==> src/rtl/cpu_pkg.sv <==
// Shared definitions for the single-cycle CPU: next-PC selectors, fetch
// state encoding and default fetch-controller parameters.
package cpu_pkg;

    // Next-PC select codes driven by the control stage.
    localparam logic [1:0] NPC_PC4 = 2'd0;
    localparam logic [1:0] NPC_BR  = 2'd1;
    localparam logic [1:0] NPC_J   = 2'd2;
    localparam logic [1:0] NPC_JR  = 2'd3;

    // Fetch sequencing states.
    typedef enum logic [1:0] {
        S_RUN   = 2'd0,
        S_HALT  = 2'd1,
        S_FAULT = 2'd2
    } state_e;

    // Defaults for the fetch controller.
    localparam logic [31:0] PC_RESET_DEF  = 32'h0000_3000;
    localparam logic [31:0] IM_BASE_DEF   = 32'h0000_3000;
    localparam int unsigned IM_WORDS_DEF  = 1024;
    localparam logic [31:0] HALT_WORD_DEF = 32'h0000_000C;

endpackage

==> src/rtl/npc_calc.sv <==
// Combinational next-PC generator plus legality checks for the fetch
// controller. Produces pc+4, the selected next-PC candidate, and whether
// the candidate (and pc+4 alone) lies inside instruction memory.
module npc_calc
    import cpu_pkg::*;
#(
    parameter logic [31:0] IM_BASE  = IM_BASE_DEF,
    parameter int unsigned IM_WORDS = IM_WORDS_DEF
) (
    input  logic [31:0] pc,
    input  logic [1:0]  npc_op,
    input  logic        br_taken,
    input  logic [15:0] imm16,
    input  logic [25:0] imm26,
    input  logic [31:0] rs_val,
    output logic [31:0] pc4,
    output logic [31:0] npc,
    output logic        npc_ok,
    output logic        pc4_ok
);

    // Bounds widened to 33 bits so base + size cannot overflow.
    localparam logic [32:0] IM_LO = {1'b0, IM_BASE};
    localparam logic [32:0] IM_HI = IM_LO + 33'(IM_WORDS) * 33'd4;

    function automatic logic in_range(input logic [31:0] addr);
        return (addr[1:0] == 2'b00) &&
               ({1'b0, addr} >= IM_LO) &&
               ({1'b0, addr} <  IM_HI);
    endfunction

    logic [31:0] br_off;

    assign pc4    = pc + 32'd4;
    assign br_off = {{14{imm16[15]}}, imm16, 2'b00};

    // Select the next-PC candidate and check both it and pc+4 for legality.
    always_comb begin
        // NOTE: every output of a combinational block gets a default first so no latch is inferred.
        npc = pc4;
        unique case (npc_op)
            NPC_PC4: npc = pc4;
            NPC_BR:  npc = br_taken ? (pc4 + br_off) : pc4;
            NPC_J:   npc = {pc4[31:28], imm26, 2'b00};
            NPC_JR:  npc = rs_val;
            default: npc = pc4;
        endcase
        npc_ok = in_range(npc);
        pc4_ok = in_range(pc4);
    end

endmodule

==> src/rtl/ifu_ctrl.sv <==
// Instruction-fetch controller: owns the PC, sequences fetch through
// RUN/HALT/FAULT, forwards fetched words to decode and counts retired
// instructions. Instruction memory is combinational, so fetch has no latency.
module ifu_ctrl
    import cpu_pkg::*;
#(
    parameter logic [31:0] PC_RESET  = PC_RESET_DEF,
    parameter logic [31:0] IM_BASE   = IM_BASE_DEF,
    parameter int unsigned IM_WORDS  = IM_WORDS_DEF,
    parameter logic [31:0] HALT_WORD = HALT_WORD_DEF
) (
    input  logic        clk,
    input  logic        reset,
    input  logic        en,
    input  logic [1:0]  npc_op,
    input  logic        br_taken,
    input  logic [15:0] imm16,
    input  logic [25:0] imm26,
    input  logic [31:0] rs_val,
    input  logic        resume,
    input  logic [31:0] instr_i,
    output logic [31:0] im_a,
    output logic [31:0] instr_o,
    output logic [31:0] pc_o,
    output logic [31:0] pc4_o,
    output logic        halted,
    output logic        fault,
    output logic [31:0] fault_pc,
    output logic [31:0] retired
);

    state_e      state_q, state_d;
    logic [31:0] pc_q, pc_d;
    logic [31:0] fault_pc_q, fault_pc_d;
    logic [31:0] retired_q, retired_d;

    logic [31:0] pc4, npc;
    logic        npc_ok, pc4_ok;
    logic        is_halt_word;

    npc_calc #(
        .IM_BASE  (IM_BASE),
        .IM_WORDS (IM_WORDS)
    ) u_npc_calc (
        .pc       (pc_q),
        .npc_op   (npc_op),
        .br_taken (br_taken),
        .imm16    (imm16),
        .imm26    (imm26),
        .rs_val   (rs_val),
        .pc4      (pc4),
        .npc      (npc),
        .npc_ok   (npc_ok),
        .pc4_ok   (pc4_ok)
    );

    assign is_halt_word = (instr_i == HALT_WORD);

    // Next-state, next-PC, fault capture and retire counting.
    always_comb begin
        state_d    = state_q;
        pc_d       = pc_q;
        fault_pc_d = fault_pc_q;
        retired_d  = retired_q;
        unique case (state_q)
            S_RUN: begin
                if (en) begin
                    if (is_halt_word) begin
                        state_d = S_HALT;
                    end else begin
                        // The instruction commits even when its target faults.
                        retired_d = retired_q + 32'd1;
                        if (npc_ok) begin
                            pc_d = npc;
                        end else begin
                            state_d    = S_FAULT;
                            fault_pc_d = npc;
                        end
                    end
                end
            end
            S_HALT: begin
                if (en && resume) begin
                    // The halting syscall retires when fetch resumes.
                    retired_d = retired_q + 32'd1;
                    if (pc4_ok) begin
                        state_d = S_RUN;
                        pc_d    = pc4;
                    end else begin
                        state_d    = S_FAULT;
                        fault_pc_d = pc4;
                    end
                end
            end
            S_FAULT: begin
                state_d = S_FAULT;
            end
            default: begin
                state_d = S_FAULT;
            end
        endcase
    end

    // State registers with synchronous active-low reset.
    always_ff @(posedge clk) begin
        // NOTE: sequential state uses non-blocking assignments so all flops update together at the edge.
        if (!reset) begin
            state_q    <= S_RUN;
            pc_q       <= PC_RESET;
            fault_pc_q <= 32'h0;
            retired_q  <= 32'h0;
        end else begin
            state_q    <= state_d;
            pc_q       <= pc_d;
            fault_pc_q <= fault_pc_d;
            retired_q  <= retired_d;
        end
    end

    assign im_a     = pc_q;
    assign pc_o     = pc_q;
    assign pc4_o    = pc4;
    assign instr_o  = (state_q == S_RUN && !is_halt_word) ? instr_i : 32'h0;
    assign halted   = (state_q == S_HALT);
    assign fault    = (state_q == S_FAULT);
    assign fault_pc = fault_pc_q;
    assign retired  = retired_q;

endmodule

==> config.mk <==
export PLATFORM = sky130hd
export DESIGN_NAME = ifu_ctrl
export DESIGN_NICKNAME = d
export VERILOG_FILES = /design/src/rtl/cpu_pkg.sv /design/src/rtl/npc_calc.sv /design/src/rtl/ifu_ctrl.sv
export SDC_FILE = /design/constraint.sdc
export NUM_CORES = 1
export LEC_CHECK = 0
export ABC_CLOCK_PERIOD_IN_PS = 9250
export BUFFER_PORTS_ARGS = -buffer_cell sky130_fd_sc_hd__buf_2
export CORE_AREA = 2 2 166 168
export CTS_CLUSTER_DIAMETER = 30
export DETAILED_ROUTE_END_ITERATION = 8
export DIE_AREA = 0 0 168 170
export MAX_ROUTING_LAYER = met4
export PLACE_DENSITY = 0.52
export SYNTH_ARGS = -nofsm -noshare
export SYNTH_HDL_FRONTEND = slang
export SYNTH_HIERARCHICAL = 1
export SYNTH_SLANG_ARGS = --single-unit
export TNS_END_PERCENT = 30
==> constraint.sdc <==
create_clock -name clk -period 9.25 [get_ports clk]
set_input_delay 1.85 -clock clk [delete_from_list [all_inputs] [get_ports clk]]
set_output_delay 1.85 -clock clk [all_outputs]
set_load 0.05 [all_outputs]
-- Yosys cells after proc, flatten, opt, wreduce, memory -nomap -nowiden
Index checks and enable logic that the tools add are counted.
W data, S select, Z words.
- bits in registers: 98
- input bits: 113
- output and inout port bits: 194
- logic and storage cells: 66
- add/sub/neg operators: 3
- magnitude comparators: 4
- equality and inequality tests: 14
- muxes and demuxes: 25
- reductions and logical operators: 16
- operator list (cell ; count):
    $mux W32 ; 15
    $pmux W32 S2 ; 3
    $pmux W32 S4 ; 1
    $ge A32 B14 Y1 const B ; 2
    $lt A32 B15 Y1 const B ; 2
    $add A32 B1 Y32 const B ; 1
    $add A32 B3 Y32 const B ; 1
    $add A32 B32 Y32 ; 1
    $eq A32 B4 Y1 const B ; 1
    $reduce_and A6 Y1 ; 2
    $mux W2 ; 5
    $ne A2 B2 Y1 const B ; 5
    $logic_not A2 Y1 ; 4
    $eq A2 B2 Y1 const B ; 3
    $logic_and A1 B1 Y1 ; 6
    $eq A2 B1 Y1 const B ; 2
    $ne A2 B1 Y1 const B ; 2
    $pmux W2 S2 ; 1
    $reduce_and A4 Y1 ; 1
    $ne A3 B3 Y1 const B ; 1
    $reduce_and A3 Y1 ; 1
    $reduce_bool A2 Y1 ; 1
    $logic_not A1 Y1 ; 1

-- Logic depth before layout (Yosys ltp)
Gate-level depths: netlist of the first run.
- depth in word-level cells: 11
- gate-level depth with buffers: 24
- depth with buffers taken out: 23

-- By module
The synthesis of the first run kept the hierarchy.
- by module, submodules not included (module ; instances ; cells each ; area each (µm²)):
    ifu_ctrl ; 1 ; 587 ; 5200.0
    npc_calc ; 1 ; 527 ; 3474.6

-- Worst setup path after synthesis of the first run
No wires, ideal clock.
- path kind: reg2reg
- from: reg pc_q[4], in the netlist im_a[4]
- to: reg pc_q[0], in the netlist im_a[0]
- library setup time: 0.072 ns
- arrival: 6.372 ns
- required time: 9.178 ns
- path slack: 2.806 ns
- cell stages (with the launch flop): 23
- path buffers: 3
- period minus slack after synthesis: 6.444 ns
- path through: dfxtp_1 > nand4_2 > nor4_1 > nand3_1 > xnor2_1 > ha_1 > clkbuf_1 > and4_1 > nand2_1 > nor2_1 > o21ai_0 > and3_1 > o311ai_0 > xnor2_1 > a21oi_1 > or4b_2 > nor4_2 > and3_1 > o21a_1 > or2_1 > buf_2 > buf_4 > mux2i_1
- word-level cells in the longest chain between the ends: 9
- elaborated cells between the ends (all ways): 15
- those cells by class: 2 x add/sub; 4 x order compare; 2 x eq/ne; 2 x mux; 5 x reduce/logical
- ends and longest elaborated chain (item ; line ; RTL):
    start, declared ; ifu_ctrl.sv:33 ; logic [31:0] pc_q, pc_d;
    start signal, assigned ; ifu_ctrl.sv:114 ; pc_q <= pc_d;
    $add A32 B3 Y32 (*) ; npc_calc.sv:34 ; assign pc4 = pc + 32'd4;
    via pc4_o[17] ; ifu_ctrl.sv:25 ; output logic [31:0] pc4_o,
    $add A32 B32 Y32 (*) ; npc_calc.sv:43 ; NPC_BR: npc = br_taken ? (pc4 + br_off) : pc4;
    $mux W32 (*) ; npc_calc.sv:43 ;
    $pmux W32 S4 (*) ; npc_calc.sv:41 ; unique case (npc_op)
    via npc[29] ; ifu_ctrl.sv:37 ; logic [31:0] pc4, npc;
    $ge A32 B14 Y1 ; npc_calc.sv:28 ; ({1'b0, addr} >= IM_LO) &&
    $logic_and A1 B1 Y1 ; npc_calc.sv:27 ; return (addr[1:0] == 2'b00) &&
    $logic_and A1 B1 Y1 (*) ; npc_calc.sv:28 ;
    via npc_ok ; ifu_ctrl.sv:38 ; logic npc_ok, pc4_ok;
    $ne A2 B2 Y1 (no source line) (*) ; n/a ;
    $reduce_and A6 Y1 (no source line) (*) ; n/a ;
Mark *: on every way through the listed nets, which the timed path passes. The rest lies on a longest branch.
A chain may end at the register's enable or synchronous reset.

-- Final worst setup path of the first run
- from: reg pc_q[4], in the netlist im_a[4]
- to: reg pc_q[30], in the netlist im_a[30]
- word-level cells in the longest chain between the ends: 9
- elaborated cells between the ends (all ways): 21
- those cells by class: 2 x add/sub; 4 x order compare; 2 x eq/ne; 8 x mux; 5 x reduce/logical
- ends and longest elaborated chain (item ; line):
    $add A32 B3 Y32 (*) ; npc_calc.sv:34
    $add A32 B32 Y32 ; npc_calc.sv:43
    $mux W32 ; npc_calc.sv:43
    $pmux W32 S4 (*) ; npc_calc.sv:41
    via npc[22] ; ifu_ctrl.sv:37
    $ge A32 B14 Y1 ; npc_calc.sv:28
    $logic_and A1 B1 Y1 ; npc_calc.sv:27
    $logic_and A1 B1 Y1 (*) ; npc_calc.sv:28
    via npc_ok ; ifu_ctrl.sv:38
    $ne A2 B2 Y1 (no source line) (*) ; n/a
    $reduce_and A6 Y1 (no source line) (*) ; n/a
Mark *: on every way through the listed nets, which the timed path passes. The rest lies on a longest branch. The select of a mux whose other input is x is not followed.

==> metrics, run 1 <==
CTS root buffer clkbuf_16; TritonCTS buffer count 9; via count 9322; GPL Wtd Cong 0.903; VDD IR-drop max 0.0751 mV; FF-to-FF setup slack 2.26 ns; Max Cap Viol 0; FP Rows 60; post-synth cell types 80; Critical Path Fanout Max 32; Avg Synthesized Cell Area 7.79 um^2; critical path type reg2reg; Reg clk slew, reported paths 0.08 ns; Syn. warnings 6; GRT Util Overall 23.0%; met2 wire length 15.3 mm; setup_tns 0 ns; multiplexer share of the synthesized area 13.3%; setup repair bufs after CTS 0; first-pass GRT wire length roughly 50 mm; Max Slew Vio Count 0; simple logic cell fraction of the synthesized area 27.5%; Layout Skew 0.0160 ns; Crit. Startpoint im_a[4]$_SDFFE_PN0P_; Main synth FF type dfxtp_1; post-synthesis xor/xnor area fraction about 4.8%; Mapped Area 8670 um^2; number of synthesized flops with an enable pin 0; maximum level of the CTS H-tree 3; Compound-Gate Fraction of Synth Area a little under a fifth; Final nets 1495; CTS Buffer Depth 2; slew of the pin with the lowest slew margin 1.06 ns; WL met3 approximately 2.3 mm; Hold Crit Start fault_pc[20]$_SDFFE_PN0P_; DR WL/cell 19.5 um; IO Count 307; PwrDens 105 nW/um^2; # DRC 0; crit start category register; final WL 33.0 mm; outcome finished, final reports clean; P_leak between 0.004 and 0.005 uW; Die X-Extent ~170 um; TritonRoute pass-1 iters 5; initial antenna violation count 3; hpwl dp between 20 and 30 mm; RSZ-0062 raised after global routing false; CP arrival 7.26 ns; Final Critical Period approximately 7 ns; Post-Synth Adder-Cell Area 5.28%; final cycle utilization of the critical path 75.6%; CTS Hold Buffers Added 0; CP required 9.52 ns; Top Metal Used met4; hold slack 0.455 ns; Peak Freq roughly 140 MHz; share of layout cells above drive strength 1 between 20% and 30%; Post-Route M1 WL between 10 and 15 mm; CTS Sinks just under 100; CTS tree built; Iteration-0 DRC Markers between 600 and 700; reg2reg start im_a[4]$_SDFFE_PN0P_; vias in the first global route 8624; Final ANT Viol Nets 0; PostCTS Resize Cnt 0; HP Class reg2reg; total core area 26700 um^2; Syn Nets 1263; area grow syn2layout 20.4%; Vias/cell approximately 5.5; ys async rst share 0%; largest net degree at the start of global routing between 100 and 150; GRT overflow 0; # setup viols final 0; largest family of logic cells by synthesized area simple AND/OR/NAND/NOR gates; Max-slew headroom between 20% and 30%; post-synthesis sequential area ratio 22.6%; full die area ~29000 um^2; initial core utilization ~33%; die height 170 um; element type at the critical path end register; synthesis-stage register bit count 98; port buffer count between 300 and 400; insertion delay to the later sink of the worst-skew pair 0.36 ns; final hold viol count 0; post-synthesis cell count ~1100
[layer usage]
layer  GRT usage [%]  vias up
met4            7.37        0
met3            4.53       44
met2            38.1      361
met5               -        -
li1                -     4528
met1            28.2     4389
[sequential cells by signal (all words and copies together), names as in the netlist]
register,flops
state_q,2
retired,32
fault_pc,32
im_a,32
[power breakdown]
part	switching [uW]	internal, uW
clock network	180	195
logic	189	92.1
registers	6.25	431
total	375	718
[cell usage in the layout (no fill, tap or decap), types with 29 or more instances in the layout]
master   synthesis  routed
mux2i_1         71      71
ha_1            35      35
mux2_2          33      33
o21ai_0         38      38
and2_1          40      40
a21oi_1         79      79
nor2_1          58      58
nand2_1        174     174
buf_2           12     305
nand3_1         33      33
nand4_1         29      29
dfxtp_1         98      98
[cells by family (layout without fill, tap and decap cells)]
logic type,Yosys count,count (layout)
buffers and inverters,124,361
adders and majority gates,36,36
DFF,98,98
other,0,3
muxes,107,107
AOI/OAI and AO/OA,238,238
xor gates and xnor gates,48,48
and+or+nand+nor,463,463
[critical path: stages, from the launching register on]
cell,delay [ns]
dfxtp_1,0.49
nand4_2,0.25
nor4_1,0.95
nand2_1,0.16
xnor2_1,0.49
ha_1,0.42
a21oi_1,0.28
o21ai_0,0.11
a41o_1,0.23
a21oi_1,0.17
xor2_1,0.23
a31oi_1,0.22
a21oi_1,0.28
nand4b_1,0.14
or4b_2,0.63
nor4_2,0.31
and3_1,0.22
o21a_1,0.21
or2_2,0.81
mux2i_1,0.27
[stage by stage]
step	total power (uW)	instance area, um^2	cells	setup WS, ns	utilization (%)
final	1090	10400	1695	2.26	39.2
after global routing	1140	10400	1695	1.65	39.2
after CTS	1110	10400	1692	2.34	39.2
after detailed placement	728	10100	1676	2.13	38.1
after global placement	728	10100	1676	2.19	38.1
after floorplan	641	8670	1114	2.81	-
[synthesized netlist by cell type (6+ instances only)]
cell      number  share of area [%]
nor2b_1       11               0.79
o31ai_1       26                2.3
nor4_1        19                1.4
xnor2_1       26                2.6
xor2_1        22                2.2
nor2_1        58                2.5
o21a_1         9               0.78
and4_1         9               0.91
o221ai_1       7               0.71
nand4_1       29                2.1
dfxtp_1       98                 23
nand3_1       33                1.9
a21o_1         6               0.52
a31oi_1        6               0.43
clkbuf_1      34                1.5
mux2i_1       71                8.2
nand2b_1       7               0.50
mux2_2        33                4.3
o21ai_0       38                2.2
buf_4         41                3.5
or4_1         26                2.3
buf_2         12               0.69
a221oi_1       6               0.61
inv_1         26                1.1
and2_1        40                2.9
nand2_1      174                7.5
a21boi_0       7               0.61
and3_1        16                1.2
ha_1          35                5.0
nor3_1        15               0.87
a21oi_1       79                4.6
[path summary, 6_finish.rpt]
kind / cells past startpoint / to
max reg2reg: 19 / im_a[30]$_SDFFE_PN0P_
max: 19 / im_a[30]$_SDFFE_PN0P_
min: 2 / fault_pc[20]$_SDFFE_PN0P_
min reg2reg: 2 / fault_pc[20]$_SDFFE_PN0P_
[cell type report]
cell class | count | area (um^2)
diodes | 3 | 7.51
clock buffers | 10 | 239
clock inverters | 6 | 55.1
fillers | 2838 | 16200
inverters | 26 | 97.6
multi-input cells | 892 | 6030
flip-flops and latches | 98 | 1960
well taps | 341 | 427
repair buffers | 319 | 1630
Power figures use the tool's default switching activity.
==> run 2: changes to the inputs <==
--- a/config.mk
+++ b/config.mk
@@ -5,7 +5,7 @@
 export SDC_FILE = /design/constraint.sdc
 export NUM_CORES = 1
 export LEC_CHECK = 0
-export ABC_CLOCK_PERIOD_IN_PS = 9250
+export ABC_CLOCK_PERIOD_IN_PS = 7250
 export BUFFER_PORTS_ARGS = -buffer_cell sky130_fd_sc_hd__buf_2
 export CORE_AREA = 2 2 166 168
 export CTS_CLUSTER_DIAMETER = 30
==> constraint.sdc (replaced) <==
create_clock -name clk -period 7.25 [get_ports clk]
set_input_delay 1.45 -clock clk [delete_from_list [all_inputs] [get_ports clk]]
set_output_delay 1.45 -clock clk [all_outputs]
set_load 0.05 [all_outputs]
==> run 2 against run 1 <==
Compared with the run above: design area grew 1.1%; via count grew 0.47%; worst hold slack gained 0.0025 ns; count of clock-buffer cells in the layout is the same; clock power grew 29%; core utilization grew 0.44 points; global-route usage grew 0.26 points; critical path type unchanged; critical endpoint is now im_a[17]$_SDFFE_PN0P_; highest routed layer unchanged.
==> metrics, run 2 (synthesis gave the netlist of run 1 again) <==
Post-Layout Inst Area 10600 um^2 (+1.1%); CTS Sinks 98 (unchanged); Seq. cell area 1960 um^2 (unchanged); HP Class reg2reg; port buffer count 306 (unchanged); VDD IR-drop max 0.0956 mV (+27%); element type at the critical path end register; CTS root buffer clkbuf_16; met2 wire length 15.5 mm (+1.5%); setup_tns 0 ns (unchanged); Die X-Extent 168 um (unchanged); Switch Pwr 483 uW (+29%); Final ANT Viol Nets 0 (unchanged); hpwl dp 26.5 mm (+2.0%); Worst Setup EP im_a[17]$_SDFFE_PN0P_; reg-to-reg critical path endpoint im_a[17]$_SDFFE_PN0P_; FF-to-FF setup slack 0.53 ns (-1.73 ns); CTS Hold Buffers Added 0 (unchanged); GRT Util Overall 23.3% (+0.26 points); insertion delay to the later sink of the worst-skew pair 0.35 ns (about the same); reg2reg start im_a[2]$_SDFFE_PN0P_; share of layout cells above drive strength 1 30.0% (+0.73 points); CTS tree built; CP required 7.52 ns (-2.00 ns); first-pass GRT wire length 50.5 mm (+1.8%); final WL 33.5 mm (+1.4%); initial core utilization 32.5% (unchanged); final cycle utilization of the critical path 92.6% (+17 points); FP Rows 60 (unchanged); Max Cap Viol 0 (unchanged); slew of the pin with the lowest slew margin 0.981 ns (-0.0746 ns); Final Critical Period 6.72 ns (-0.274 ns); via count 9366 (+0.47%); IO Count 307 (unchanged); CTS Buffer Depth 2 (unchanged); PostCTS Resize Cnt 0 (unchanged); PwrDens 133 nW/um^2 (+27%); vias in the first global route 8857 (+2.7%); hold path cells 2 (unchanged); area grow syn2layout 21.8%; Reg clk slew, reported paths 0.08 ns (about the same); Logic pwr share 25.9% (+0.2 points); DR WL/cell 19.6 um (+0.67%); most common library cell in the layout ignoring fill and taps buf_2; Peak Freq 149 MHz (+4.1%); Area after DPL 10300 um^2 (+1.2%); Max-slew headroom 34.5% (+5.6 points); Crit. Startpoint im_a[2]$_SDFFE_PN0P_; most frequent cells in the layout 305 x buf_2, 174 x nand2_1, 98 x dfxtp_1; Final nets 1509 (+0.94%); total core area 26700 um^2 (unchanged); area of the multi-input gates 6030 um^2 (unchanged); Top Metal Used met4; Reg2Reg Depth 21 (+2); CP arrival 6.99 ns (-0.27 ns); largest net degree at the start of global routing 96 (-5.0%); WL met3 2.16 mm (-7.8%); # setup viols final 0 (unchanged); final hold viol count 0 (unchanged); Max Slew Vio Count 0 (unchanged); part of the power in registers 39.8% (-0.2 points); full die area 28600 um^2 (unchanged); maximum level of the CTS H-tree 3 (unchanged); TritonCTS buffer count 9 (unchanged); fillcell total 2843 (+0.18%); Critical Path Fanout Max 19 (-41%); outcome finished, final reports clean; Iteration-0 DRC Markers 621 (+0.65%); crit start category register; TritonRoute pass-1 iters 5 (unchanged); RSZ-0062 raised after global routing false; GRT overflow 0 (unchanged); initial antenna violation count 3 (unchanged); setup repair bufs after CTS 0 (unchanged); Int Power 919 uW (+28%); Clock Power Share 34.4% (about the same); GPL Wtd Cong 0.944 (+4.6%); Layout Skew 0.0123 ns (-0.00369 ns); critical path type reg2reg; sw frac 34.5% (+0.14 points); # DRC 0 (unchanged); Post-Route M1 WL 14.7 mm (+2.1%); Vias/cell 5.48 (-0.29%); die height 170 um (unchanged); P_leak 0.00474 uW (+1.7%)
[run 2: cell types whose count changed in the layout (fill, tap and decap cells not counted), sizes merged]
| cell | before | now |
|---|---|---|
| buf | 319 | 333 |
| diode | 3 | 2 |
[run 2: worst max-delay path, stage by stage (launching register included)]
cell and delay (ns):
dfxtp_1 0.54, ha_1 0.32, nand2_1 0.13, nor4_1 0.24
buf_4 0.20, nand2_1 0.06, xnor2_1 0.45, ha_1 0.34
nand2_1 0.10, o21ai_0 0.59, a32oi_1 0.19, and3_1 0.30
o311ai_0 0.48, xnor2_1 0.20, a21oi_1 0.14, or4b_2 0.69
nor4_2 0.32, and3_1 0.23, o21a_1 0.21, or2_2 0.44
buf_12 0.25, mux2i_1 0.20
[run 2: final cells by class]
class	count	area share, %
antenna	2	0.0474
clock buffer	10	2.26
clock inverter	6	0.545
inverter	26	0.924
multi-input combinational	892	57.1
sequential	98	18.6
tap	341	4.04
timing repair buffer	333	16.6
[run 2: how the worst min path moves through the flow]
stage	to	start
4_1_cts	fault_pc[14]$_SDFFE_PN0P_	fault_pc[14]$_SDFFE_PN0P_
3_5_place_dp	fault_pc[5]$_SDFFE_PN0P_	fault_pc[5]$_SDFFE_PN0P_
3_3_place_gp	fault_pc[16]$_SDFFE_PN0P_	fault_pc[16]$_SDFFE_PN0P_
5_1_grt	fault_pc[0]$_SDFFE_PN0P_	fault_pc[0]$_SDFFE_PN0P_
2_1_floorplan	state_q[0]$_SDFFE_PN0P_	state_q[0]$_SDFFE_PN0P_
6_report	fault_pc[15]$_SDFFE_PN0P_	fault_pc[15]$_SDFFE_PN0P_
[run 2: routing by layer]
| metal | vias to the layer above | track usage [%] |
|---|---|---|
| met2 | 357 | 38.2 |
| met4 | 0 | 8.62 |
| met1 | 4417 | 28.8 |
| met3 | 46 | 3.79 |
| li1 | 4546 | - |
| met5 | - | - |
[run 2: through the flow]
stage | hold WS (ns) | worst slack [ns] | total power [uW] | std cells | util (%)
after floorplan | 0.567 | 0.806 | 818 | 1114 | -
after global placement | 0.442 | 0.648 | 932 | 1690 | 38.5
after global routing | 0.470 | 0.121 | 1460 | 1708 | 39.6
final | 0.458 | 0.535 | 1400 | 1708 | 39.6
after CTS | 0.460 | 0.597 | 1420 | 1706 | 39.6
after detailed placement | 0.443 | 0.616 | 932 | 1690 | 38.5
[run 2: power groups by stage]
stage | sequential, uW | clock (uW) | combinational [uW]
after floorplan | 607 | 0 | 211
after global placement | 570 | 0 | 362
final | 557 | 482 | 362
after global routing | 559 | 516 | 388
after detailed placement | 570 | 0 | 362
after CTS | 557 | 496 | 363
